<file path="src/rtl/mips32_loader_pkg.sv">
// Shared constants and FSM state encoding for the instruction-memory program loader.
// The IMEM geometry constants are also used by instruction_memory.
package mips32_loader_pkg;

  localparam int         LOADER_IMEM_DEPTH  = 64;
  localparam int         LOADER_ADDR_W      = $clog2(LOADER_IMEM_DEPTH);
  localparam logic [7:0] LOADER_SYNC_BYTE   = 8'hA5;
  localparam int         LOADER_TIMEOUT_CYC = 1024;

  typedef enum logic [2:0] {
    ST_IDLE,
    ST_COUNT,
    ST_DATA,
    ST_CHECK,
    ST_DONE,
    ST_ERROR
  } loader_state_e;

endpackage

</file>
<file path="src/rtl/imem_program_loader_if.sv">
// Byte-stream input link plus IMEM write port and loader status, bundled for the loader.
// master = stream source / system side, slave = the loader.
interface imem_program_loader_if
  import mips32_loader_pkg::*;
#(
  parameter int ADDR_W = LOADER_ADDR_W
);
  logic              rx_valid;
  logic [7:0]        rx_data;
  logic              rx_ready;
  logic              imem_we;
  logic [ADDR_W-1:0] imem_addr;
  logic [31:0]       imem_wdata;
  logic              cpu_hold;
  logic              load_done;
  logic              load_error;
  logic [ADDR_W:0]   words_loaded;

  modport master (
    output rx_valid, rx_data,
    input  rx_ready, imem_we, imem_addr, imem_wdata,
    input  cpu_hold, load_done, load_error, words_loaded
  );

  modport slave (
    input  rx_valid, rx_data,
    output rx_ready, imem_we, imem_addr, imem_wdata,
    output cpu_hold, load_done, load_error, words_loaded
  );
endinterface

</file>
<file path="src/rtl/loader_word_assembler.sv">
// Collects payload bytes big-endian into 32-bit words; word_valid_o fires
// combinationally on the handshake of the 4th byte of each word.
module loader_word_assembler (
  input  logic        clk,
  input  logic        reset_n,
  input  logic        clear_i,
  input  logic        byte_valid_i,
  input  logic [7:0]  byte_i,
  output logic        word_valid_o,
  output logic [31:0] word_o
);
  logic [23:0] shift_q;
  logic [1:0]  idx_q;

  assign word_valid_o = byte_valid_i & (idx_q == 2'd3);
  assign word_o       = {shift_q, byte_i};

  always_ff @(posedge clk or negedge reset_n) begin
    if (!reset_n) begin
      shift_q <= '0;
      idx_q   <= '0;
    end else if (clear_i) begin
      shift_q <= '0;
      idx_q   <= '0;
    end else if (byte_valid_i) begin
      shift_q <= {shift_q[15:0], byte_i};
      idx_q   <= idx_q + 2'd1;
    end
  end
endmodule

</file>
<file path="src/rtl/imem_program_loader.sv">
// Frame-based byte-stream loader for the instruction memory; holds the CPU while loading.
// Define LOADER_CHECKSUM_EN to require a trailing XOR checksum byte after the payload.
module imem_program_loader
  import mips32_loader_pkg::*;
#(
  parameter int         IMEM_DEPTH  = LOADER_IMEM_DEPTH,
  parameter int         ADDR_W      = LOADER_ADDR_W,
  parameter logic [7:0] SYNC_BYTE   = LOADER_SYNC_BYTE,
  parameter int         TIMEOUT_CYC = LOADER_TIMEOUT_CYC
) (
  input logic                  clk,
  input logic                  reset_n,
  imem_program_loader_if.slave bus
);
  localparam int GAP_W = $clog2(TIMEOUT_CYC + 1);

  loader_state_e     state_q, state_d;
  logic              rx_ready_q, imem_we_q, cpu_hold_q, load_done_q, load_error_q;
  logic [ADDR_W-1:0] imem_addr_q;
  logic [31:0]       imem_wdata_q;
  logic [ADDR_W:0]   words_q, count_q;
  logic [GAP_W-1:0]  gap_q;

  logic        hs, sync_hs, in_frame, timeout_hit, count_ok;
  logic        byte_in, last_word, asm_clear, asm_valid;
  logic [31:0] asm_word;

  assign hs          = bus.rx_valid & rx_ready_q;
  assign sync_hs     = hs & (state_q == ST_IDLE) & (bus.rx_data == SYNC_BYTE);
  assign in_frame    = (state_q == ST_COUNT) | (state_q == ST_DATA) | (state_q == ST_CHECK);
  assign timeout_hit = in_frame & ~hs & (gap_q == GAP_W'(TIMEOUT_CYC - 1));
  assign count_ok    = (bus.rx_data != 8'd0) && (int'(bus.rx_data) <= IMEM_DEPTH);
  assign byte_in     = hs & (state_q == ST_DATA);
  assign last_word   = asm_valid & ((words_q + 1'b1) == count_q);
  assign asm_clear   = sync_hs | (state_d == ST_ERROR);

  loader_word_assembler u_asm (
    .clk          (clk),
    .reset_n      (reset_n),
    .clear_i      (asm_clear),
    .byte_valid_i (byte_in),
    .byte_i       (bus.rx_data),
    .word_valid_o (asm_valid),
    .word_o       (asm_word)
  );

`ifdef LOADER_CHECKSUM_EN
  localparam loader_state_e AFTER_PAYLOAD = ST_CHECK;
  logic [7:0] csum_q;

  always_ff @(posedge clk or negedge reset_n) begin
    if (!reset_n)     csum_q <= '0;
    else if (sync_hs) csum_q <= '0;
    else if (byte_in) csum_q <= csum_q ^ bus.rx_data;
  end
`else
  localparam loader_state_e AFTER_PAYLOAD = ST_DONE;
`endif

  always_comb begin
    // NOTE: state_d gets its default before the case so no path leaves it unassigned (no latch).
    state_d = state_q;
    unique case (state_q)
      ST_IDLE:  if (sync_hs)   state_d = ST_COUNT;
      ST_COUNT: if (hs)        state_d = count_ok ? ST_DATA : ST_ERROR;
      ST_DATA:  if (last_word) state_d = AFTER_PAYLOAD;
`ifdef LOADER_CHECKSUM_EN
      ST_CHECK: if (hs)        state_d = (bus.rx_data == csum_q) ? ST_DONE : ST_ERROR;
`endif
      default:                 state_d = ST_IDLE; // DONE and ERROR last one cycle
    endcase
    if (timeout_hit) state_d = ST_ERROR;
  end

  always_ff @(posedge clk or negedge reset_n) begin
    // NOTE: state is updated with non-blocking assignments so every register samples pre-edge values.
    if (!reset_n) begin
      state_q      <= ST_IDLE;
      rx_ready_q   <= 1'b0;
      imem_we_q    <= 1'b0;
      imem_addr_q  <= '0;
      imem_wdata_q <= '0;
      cpu_hold_q   <= 1'b0;
      load_done_q  <= 1'b0;
      load_error_q <= 1'b0;
      words_q      <= '0;
      count_q      <= '0;
      gap_q        <= '0;
    end else begin
      state_q     <= state_d;
      // Registered flags follow the state being entered, so they line up with it.
      rx_ready_q  <= (state_d != ST_DONE) && (state_d != ST_ERROR);
      cpu_hold_q  <= (state_d != ST_IDLE);
      load_done_q <= (state_d == ST_DONE);
      imem_we_q   <= asm_valid;
      gap_q       <= (hs || !in_frame) ? '0 : gap_q + 1'b1;

      if (hs && (state_q == ST_COUNT)) begin
        count_q     <= bus.rx_data[ADDR_W:0];
        imem_addr_q <= '0;
      end
      if (asm_valid) begin
        imem_wdata_q <= asm_word;
        imem_addr_q  <= words_q[ADDR_W-1:0];
        words_q      <= words_q + 1'b1;
      end
      if (sync_hs) begin
        words_q      <= '0;
        load_error_q <= 1'b0;
      end else if (state_d == ST_ERROR) begin
        load_error_q <= 1'b1;
      end
    end
  end

  assign bus.rx_ready     = rx_ready_q;
  assign bus.imem_we      = imem_we_q;
  assign bus.imem_addr    = imem_addr_q;
  assign bus.imem_wdata   = imem_wdata_q;
  assign bus.cpu_hold     = cpu_hold_q;
  assign bus.load_done    = load_done_q;
  assign bus.load_error   = load_error_q;
  assign bus.words_loaded = words_q;
endmodule

</file>
<file path="src/flat_wrapper.sv">
// flat-port wrapper written by rule: the top's interface ports become plain ports
module imem_program_loader_flat import mips32_loader_pkg::*;
#(
  parameter int         IMEM_DEPTH  = LOADER_IMEM_DEPTH,
  parameter int         ADDR_W      = LOADER_ADDR_W,
  parameter logic [7:0] SYNC_BYTE   = LOADER_SYNC_BYTE,
  parameter int         TIMEOUT_CYC = LOADER_TIMEOUT_CYC
)
  (clk, reset_n, bus_rx_valid, bus_rx_data, bus_rx_ready, bus_imem_we, bus_imem_addr, bus_imem_wdata, bus_cpu_hold, bus_load_done, bus_load_error, bus_words_loaded);
  imem_program_loader_if #(.ADDR_W(ADDR_W)) bus_i ();
  input logic clk;
  input logic reset_n;
  input wire logic [$bits(bus_i.rx_valid)-1:0] bus_rx_valid;
  input wire logic [$bits(bus_i.rx_data)-1:0] bus_rx_data;
  output wire logic [$bits(bus_i.rx_ready)-1:0] bus_rx_ready;
  output wire logic [$bits(bus_i.imem_we)-1:0] bus_imem_we;
  output wire logic [$bits(bus_i.imem_addr)-1:0] bus_imem_addr;
  output wire logic [$bits(bus_i.imem_wdata)-1:0] bus_imem_wdata;
  output wire logic [$bits(bus_i.cpu_hold)-1:0] bus_cpu_hold;
  output wire logic [$bits(bus_i.load_done)-1:0] bus_load_done;
  output wire logic [$bits(bus_i.load_error)-1:0] bus_load_error;
  output wire logic [$bits(bus_i.words_loaded)-1:0] bus_words_loaded;
  assign bus_i.rx_valid = bus_rx_valid;
  assign bus_i.rx_data = bus_rx_data;
  assign bus_rx_ready = bus_i.rx_ready;
  assign bus_imem_we = bus_i.imem_we;
  assign bus_imem_addr = bus_i.imem_addr;
  assign bus_imem_wdata = bus_i.imem_wdata;
  assign bus_cpu_hold = bus_i.cpu_hold;
  assign bus_load_done = bus_i.load_done;
  assign bus_load_error = bus_i.load_error;
  assign bus_words_loaded = bus_i.words_loaded;
  imem_program_loader #(.IMEM_DEPTH(IMEM_DEPTH), .ADDR_W(ADDR_W), .SYNC_BYTE(SYNC_BYTE), .TIMEOUT_CYC(TIMEOUT_CYC)) u_core (.clk(clk), .reset_n(reset_n), .bus(bus_i));
endmodule
</file>
<file path="config.mk">
export PLATFORM = sky130hd
export DESIGN_NAME = imem_program_loader_flat
export DESIGN_NICKNAME = d
export VERILOG_FILES = /design/src/rtl/mips32_loader_pkg.sv /design/src/rtl/imem_program_loader_if.sv /design/src/rtl/loader_word_assembler.sv /design/src/rtl/imem_program_loader.sv /design/src/flat_wrapper.sv
export SDC_FILE = /design/constraint.sdc
export NUM_CORES = 1
export LEC_CHECK = 0
export ABC_AREA = 1
export CAP_MARGIN = 30
export CORE_ASPECT_RATIO = 0.75
export CORE_MARGIN = 2
export CORE_UTILIZATION = 45
export DETAILED_ROUTE_END_ITERATION = 10
export HOLD_SLACK_MARGIN = 0.1
export PLACE_DENSITY = 0.76
export SYNTH_ARGS = -nofsm -noshare
export SYNTH_HDL_FRONTEND = slang
export SYNTH_SLANG_ARGS = --single-unit
</file>
<file path="constraint.sdc">
create_clock -name clk -period 2.6 [get_ports clk]
set_clock_uncertainty 0.15 [all_clocks]
set_input_delay 0.26 -clock clk [delete_from_list [all_inputs] [get_ports clk]]
set_output_delay 0.26 -clock clk [all_outputs]
set_load 0.02 [all_outputs]
</file>
# Word-level counts from Yosys, hierarchy flattened
# Index checks and enable logic that the tools add are counted.
[word_totals] memories=0 in_bits=11 rom_bits=0 ram_bits=0 wordCells=69 latch_bits=0 out_inout_bits=50 ff_bits=97
[op_classes] bitwise=12 reduce_logical=12 eq_ne=11 shifts=0 n_div=0 order_cmp=1 n_mul=0 muxes=17 n_addsub=3
[ops] op="2-to-1 mux 24 bit" n=2
[ops] op="2-to-1 mux 3 bit" n=5
[ops] op="2-to-1 mux 7 bit" n=2
[ops] op="2-to-1 mux 6 bit" n=2
[ops] op="adder 11 x 1 -> 11 bit (second input constant)" n=1
[ops] op="equality test 11 x 10 -> 1 bit (second input constant)" n=1
[ops] op="2-to-1 mux 11 bit" n=1
[ops] op="case mux 3 bit (3 select lines)" n=1
[ops] op="bitwise AND 1 bit" n=8
[ops] op="equality test 8 bit (second input constant)" n=1
[ops] op="<= comparator 8 x 7 -> 1 bit (second input constant)" n=1
[ops] op="nonzero test 2 bit" n=4
[ops] op="nonzero test 8 bit" n=1
[ops] op="adder 7 x 1 -> 7 bit (second input constant)" n=1
[ops] op="equality test 7 bit" n=1
[ops] op="equality test 3 x 2 -> 1 bit (second input constant)" n=2
[ops] op="equality test 3 bit (second input constant)" n=2
[ops] op="inequality test 3 bit (second input constant)" n=2
[ops] op="2-to-1 mux 2 bit" n=2
[ops] op="equality test 3 x 1 -> 1 bit (second input constant)" n=1
[ops] op="logical AND 1 bit" n=3
[ops] op="logical NOT 3 bit" n=1
[ops] op="bitwise OR 1 bit" n=3
[ops] op="nonzero test 3 bit" n=1
[ops] op="6 further kinds" n=7

# Logic depth before layout (Yosys ltp)
[logic_depth] depth_word=10 mapped_depth=15 mapped_depth_nobuf=14

# Modules after synthesis
# Synthesis repeated with hierarchy kept, for this count alone.
[hier_totals] cells_unflattened=504 area_unflattened_um2=4430.5
[modules_own_cells] module="imem_program_loader" n_inst=1 seq_area_each_um2=1776.7 cells_per_inst=379 area_each_um2=3165.5
[modules_own_cells] module="loader_word_assembler" n_inst=1 seq_area_each_um2=650.6 cells_per_inst=125 area_each_um2=1265.0

# Worst setup path before layout
# No wires, ideal clock.
[synth_path] path_kind="register -> register" start="reg u_core.words_q[1] (netlist: u_core.bus.words_loaded[1])" end="reg u_core.u_asm.shift_q[8]" arrival_time_ns=1.808 synth_period_minus_slack_ns=2.080 setup_slack_ns=0.520 t_required_ns=2.328 stages_incl_launch_ff=16 path_buffers=1 setup_ns=0.122 cell_sequence="dfrtp_1 > ha_1 > nand2_1 > nor2_1 > nand2_1 > nand2_1 > nand2_1 > nand2_1 > nand2_1 > nor2_1 > nand2_1 > nand3_2 > nand2_2 > nand2_4 > buf_6 > nor2_2"
[synth_via] elab_chain_cells=9 word_cells_on_any_way=10 classes_between="add/sub (1); eq/ne (2); mux (4); bitwise (2); reduce/logical (1)"
[synth_rtl] element="from (decl)" line="imem_program_loader.sv:21" text="logic [ADDR_W:0] words_q, count_q;"
[synth_rtl] element="from (signal assigned)" line="imem_program_loader.sv:105" text="words_q <= words_q + 1'b1;"
[synth_rtl] element="adder 7 x 1 -> 7 bit (*)" line="imem_program_loader.sv:34" text="assign last_word = asm_valid & ((words_q + 1'b1) == count_q);"
[synth_rtl] element="equality test 7 bit (*)" line="imem_program_loader.sv:34"
[synth_rtl] element="bitwise AND 1 bit (*)" line="imem_program_loader.sv:34"
[synth_rtl] element="2-to-1 mux 3 bit (*)" line="imem_program_loader.sv:66" text="ST_DATA: if (last_word) state_d = AFTER_PAYLOAD;"
[synth_rtl] element="case mux 3 bit (3 select lines) (*)" line="imem_program_loader.sv:63" text="unique case (state_q)"
[synth_rtl] element="2-to-1 mux 3 bit (*)" line="imem_program_loader.sv:72" text="if (timeout_hit) state_d = ST_ERROR;"
[synth_rtl] element="named net u_core.state_d[2]" line="imem_program_loader.sv:17" text="loader_state_e state_q, state_d;"
[synth_rtl] element="equality test 3 bit (*)" line="imem_program_loader.sv:35" text="assign asm_clear = sync_hs | (state_d == ST_ERROR);"
[synth_rtl] element="bitwise OR 1 bit (*)" line="imem_program_loader.sv:35"
[synth_rtl] element="2-to-1 mux 24 bit / nonzero test 2 bit (equally long branches)"
[synth_rtl] element="to (signal assigned)" line="loader_word_assembler.sv:26" text="shift_q <= {shift_q[15:0], byte_i};"
[synth_rtl] element="to (decl)" line="loader_word_assembler.sv:12" text="logic [23:0] shift_q;"
# Mark *: on every way through the listed nets, which the timed path passes. The rest lies on a longest branch.
# A chain may end at the register's enable or synchronous reset.

# Worst setup path after layout
[layout_path] start="reg u_core.words_q[0] (netlist: u_core.bus.words_loaded[0])" end="reg u_core.u_asm.shift_q[16]"
# Same word-level chain as after synthesis.

==> summary.txt <==
Run status
  • Run status: finished, final reports clean

Global route
  • Initial antenna violation count: 0
  • Pin count of the biggest net entering global routing: 77
  • First-pass GRT wire length: 15.50 mm
  • Vias in the first global route: 3280
  • GRT Total Usage: 19.92%
  • Grt total ovfl: 0

Yosys
  • Mapped cell area: 4174 um2
  • Avg Cell Area, Syn: 8.696 um2
  • Post-synth top area cell: dfrtp_1
  • Mapped Cells: 480
  • Synth cell types: 26
  • Cell with the most instances after synthesis: nand2_1
  • Synthesized flop and latch total: 97
  • Sequential fraction of the synthesis area: 58.15%
  • Main synth FF type: dfrtp_1
  • EDFF count, synth: 0
  • Share of the synthesized area in the top cell type: 58.15%
  • Synth warnings: 0
  • Synth top cells by count: nand2_1, dfrtp_1, o21ai_0
  • Asr flop ratio synth: 100.0%
  • Syn_nets: 494
  • Synth top area cells: dfrtp_1, nand2_1, o21ai_0

Clock network
  • CTS tree: yes
  • CTS root buf: clkbuf_16
  • Reg clk slew, reported paths: 0.07 ns
  • Post-CTS Hold Fix Bufs: 1
  • Clk_lat worst skew: 0.34 ns
  • # Post-CTS Setup Buffers: 0
  • Clock sink count: 97
  • Clock Path Buffers: 2
  • H-tree depth: 3
  • Post-CTS Resized: 0
  • TritonCTS buffer count: 9

Die
  • Total die area: 10070 um2
  • Die X: 115.2 um
  • Core area: 9046 um2
  • I/O Pins: 61
  • Starting Density: 46.14%
  • # rows: 30
  • Die Height: 87.41 um

Critical path
  • Largest fanout on the critical path: 26
  • Critical path arrival: 2.36 ns
  • CP Data Required Time: 2.66 ns
  • Setup CP Type: register to register
  • Worst setup SP type: register
  • Crit. End Element: register

STA
  • Achievable clock frequency: 436.3 MHz
  • Final min period: 2.292 ns
  • Crit share post-route: 88.15%
  • Rel. slew slack: 57.05%
  • Worst hold margin: 0.2942 ns
  • Max-slew violation count: 0
  • RSZ-0062 raised after global routing: no
  • Final count of negative-setup-slack endpoints: 0
  • Pin slew with the least headroom to its limit: 0.6442 ns
  • Setup TNS: 0 ns
  • Final hold viol count: 0

Job
  • Max-cap violation count: 0

Finish
  • Layout cells sized above 1: 7.678%
  • Design Area, Final: 5265 um2
  • Area delta synth->final: 26.14%
  • Final nets: 556
  • Fillers: 799
  • Number of antenna diodes: 0

Pwr
  • Max rail drop VDD: 0.3343 mV
  • PwrDens: 795.6 nW/um2
  • Cell leakage power: 2.618 nW
  • Overall power: 0.004189 W

Placement
  • PortBufs: 60
  • Final Wtd Congestion: 0.8575
  • Half-perimeter wire length after placement: 6.434 mm
  • Placed inst area: 4915 um2

Route
  • Post-Route WL: 9.311 mm
  • WL per Instance: 13.79 um
  • Post-route ant nets: 0
  • DR vias/cell: 4.907
  • DRC errors left: 0
  • Vias: 3312
  • Iter 0 DRT Violations: 239
  • TritonRoute pass-1 iters: 4

Worst hold path
  • Hold Path Class: input pin to asynchronous set/reset pin
final cells by class:
cell class,instances,area (um2),area share [%]
well taps,128,160.2,3.042
inverters,64,245.2,4.658
flip-flops and latches,97,2427,46.10
clock buffers,12,266.5,5.062
repair buffers,67,665.6,12.64
multi-input cells,303,1426,27.09
clock inverters,4,73.82,1.402
cells in the final DEF, fill, tap and decap left out:
| cell type | count |
|---|---|
| a21oi_1 | 7 |
| and3_1 | 1 |
| buf_12 | 1 |
| buf_4 | 6 |
| bufinv_16 | 2 |
| clkbuf_16 | 9 |
| clkbuf_8 | 3 |
| clkdlybuf4s50_1 | 59 |
| clkinv_2 | 1 |
| clkinv_4 | 2 |
| dfrtp_1 | 97 |
| dlygate4sd3_1 | 1 |
| ha_1 | 3 |
| inv_1 | 63 |
| mux2i_1 | 1 |
| nand2_1 | 119 |
| nand2_2 | 1 |
| nand2_4 | 1 |
| nand3_1 | 24 |
| nand3_2 | 3 |
| nand3b_1 | 1 |
| nand4_1 | 2 |
| nor2_1 | 39 |
| nor2_2 | 11 |
| nor3_1 | 4 |
| nor3_2 | 1 |
| nor3_4 | 1 |
| nor4_1 | 2 |
| o21ai_0 | 75 |
| o22ai_1 | 3 |
| xor2_1 | 4 |
metrics by stage:
| step | cells | setup WS (ns) | utilization [%] |
|---|---|---|---|
| floorplan | 480 | 0.5197 | - |
| global placement | 658 | 0.2635 | 54.33 |
| detailed placement | 658 | 0.2319 | 54.33 |
| CTS | 675 | 0.2970 | 58.20 |
| global route | 675 | 0.08652 | 58.20 |
| finish | 675 | 0.3081 | 58.20 |
routing by layer:
layer	wire, um	global-route usage [%]	vias up
li1	-	-	1639
met1	4511	29.09	1570
met2	4281	30.16	95
met3	450	4.593	8
met4	67	5.148	0
met5	0	0	-
flip-flops by register name, indices dropped and copies added (netlist names):
name	cells
u_core.bus.cpu_hold	1
u_core.bus.imem_addr	6
u_core.bus.imem_wdata	32
u_core.bus.imem_we	1
u_core.bus.load_done	1
u_core.bus.load_error	1
u_core.bus.rx_ready	1
u_core.bus.words_loaded	7
u_core.count_q	7
u_core.gap_q	11
u_core.state_q	3
u_core.u_asm.idx_q	2
u_core.u_asm.shift_q	24
report_power, final:
group	switching [W]	internal, W
Combinational	0.000504	0.000327
Clock	0.000557	0.000922
Sequential	0.000143	0.00174
cells by family (layout without fill, tap and decap cells):
kind of cell	after synthesis	count (layout)	synth area share, %
simple gates	210	210	21.91
mux	1	1	0.2398
xor+xnor	4	4	0.8392
compound gates	85	85	10.28
fa+ha+maj	3	3	0.8994
buf+inv	80	147	7.674
flops	97	97	58.15
final timing paths:
kind                                                   startpoint  cells after the start                               endpoint  slack [ns]
hold / removal                                            reset_n                      2  u_core.bus.imem_wdata[31]$_DFFE_PN0P_        0.29
max in group asynchronous                                 reset_n                      3   u_core.bus.imem_wdata[0]$_DFFE_PN0P_        1.32
setup reg to reg           u_core.bus.words_loaded[0]$_DFFE_PN0P_                     14   u_core.u_asm.shift_q[16]$_DFFE_PN0P_        0.31
hold reg to reg                         u_core.gap_q[0]$_DFF_PN0_                      1              u_core.gap_q[0]$_DFF_PN0_        0.31
min in group clk                        u_core.gap_q[0]$_DFF_PN0_                      1              u_core.gap_q[0]$_DFF_PN0_        0.31
setup / recovery           u_core.bus.words_loaded[0]$_DFFE_PN0P_                     14   u_core.u_asm.shift_q[16]$_DFFE_PN0P_        0.31
worst max-delay path: stages, from the launching register on:
cell and delay [ns]:
dfrtp_1 0.44, ha_1 0.22, nand2_1 0.12, nor2_1 0.17, nand2_1 0.06, nand2_1 0.08, nand2_1 0.07, nand2_1 0.06
nand2_1 0.07, nor2_1 0.09, nand2_1 0.08, nand3_2 0.10, nand2_2 0.08, nand2_4 0.28, nor2_1 0.09
Power figures use the tool's default switching activity.
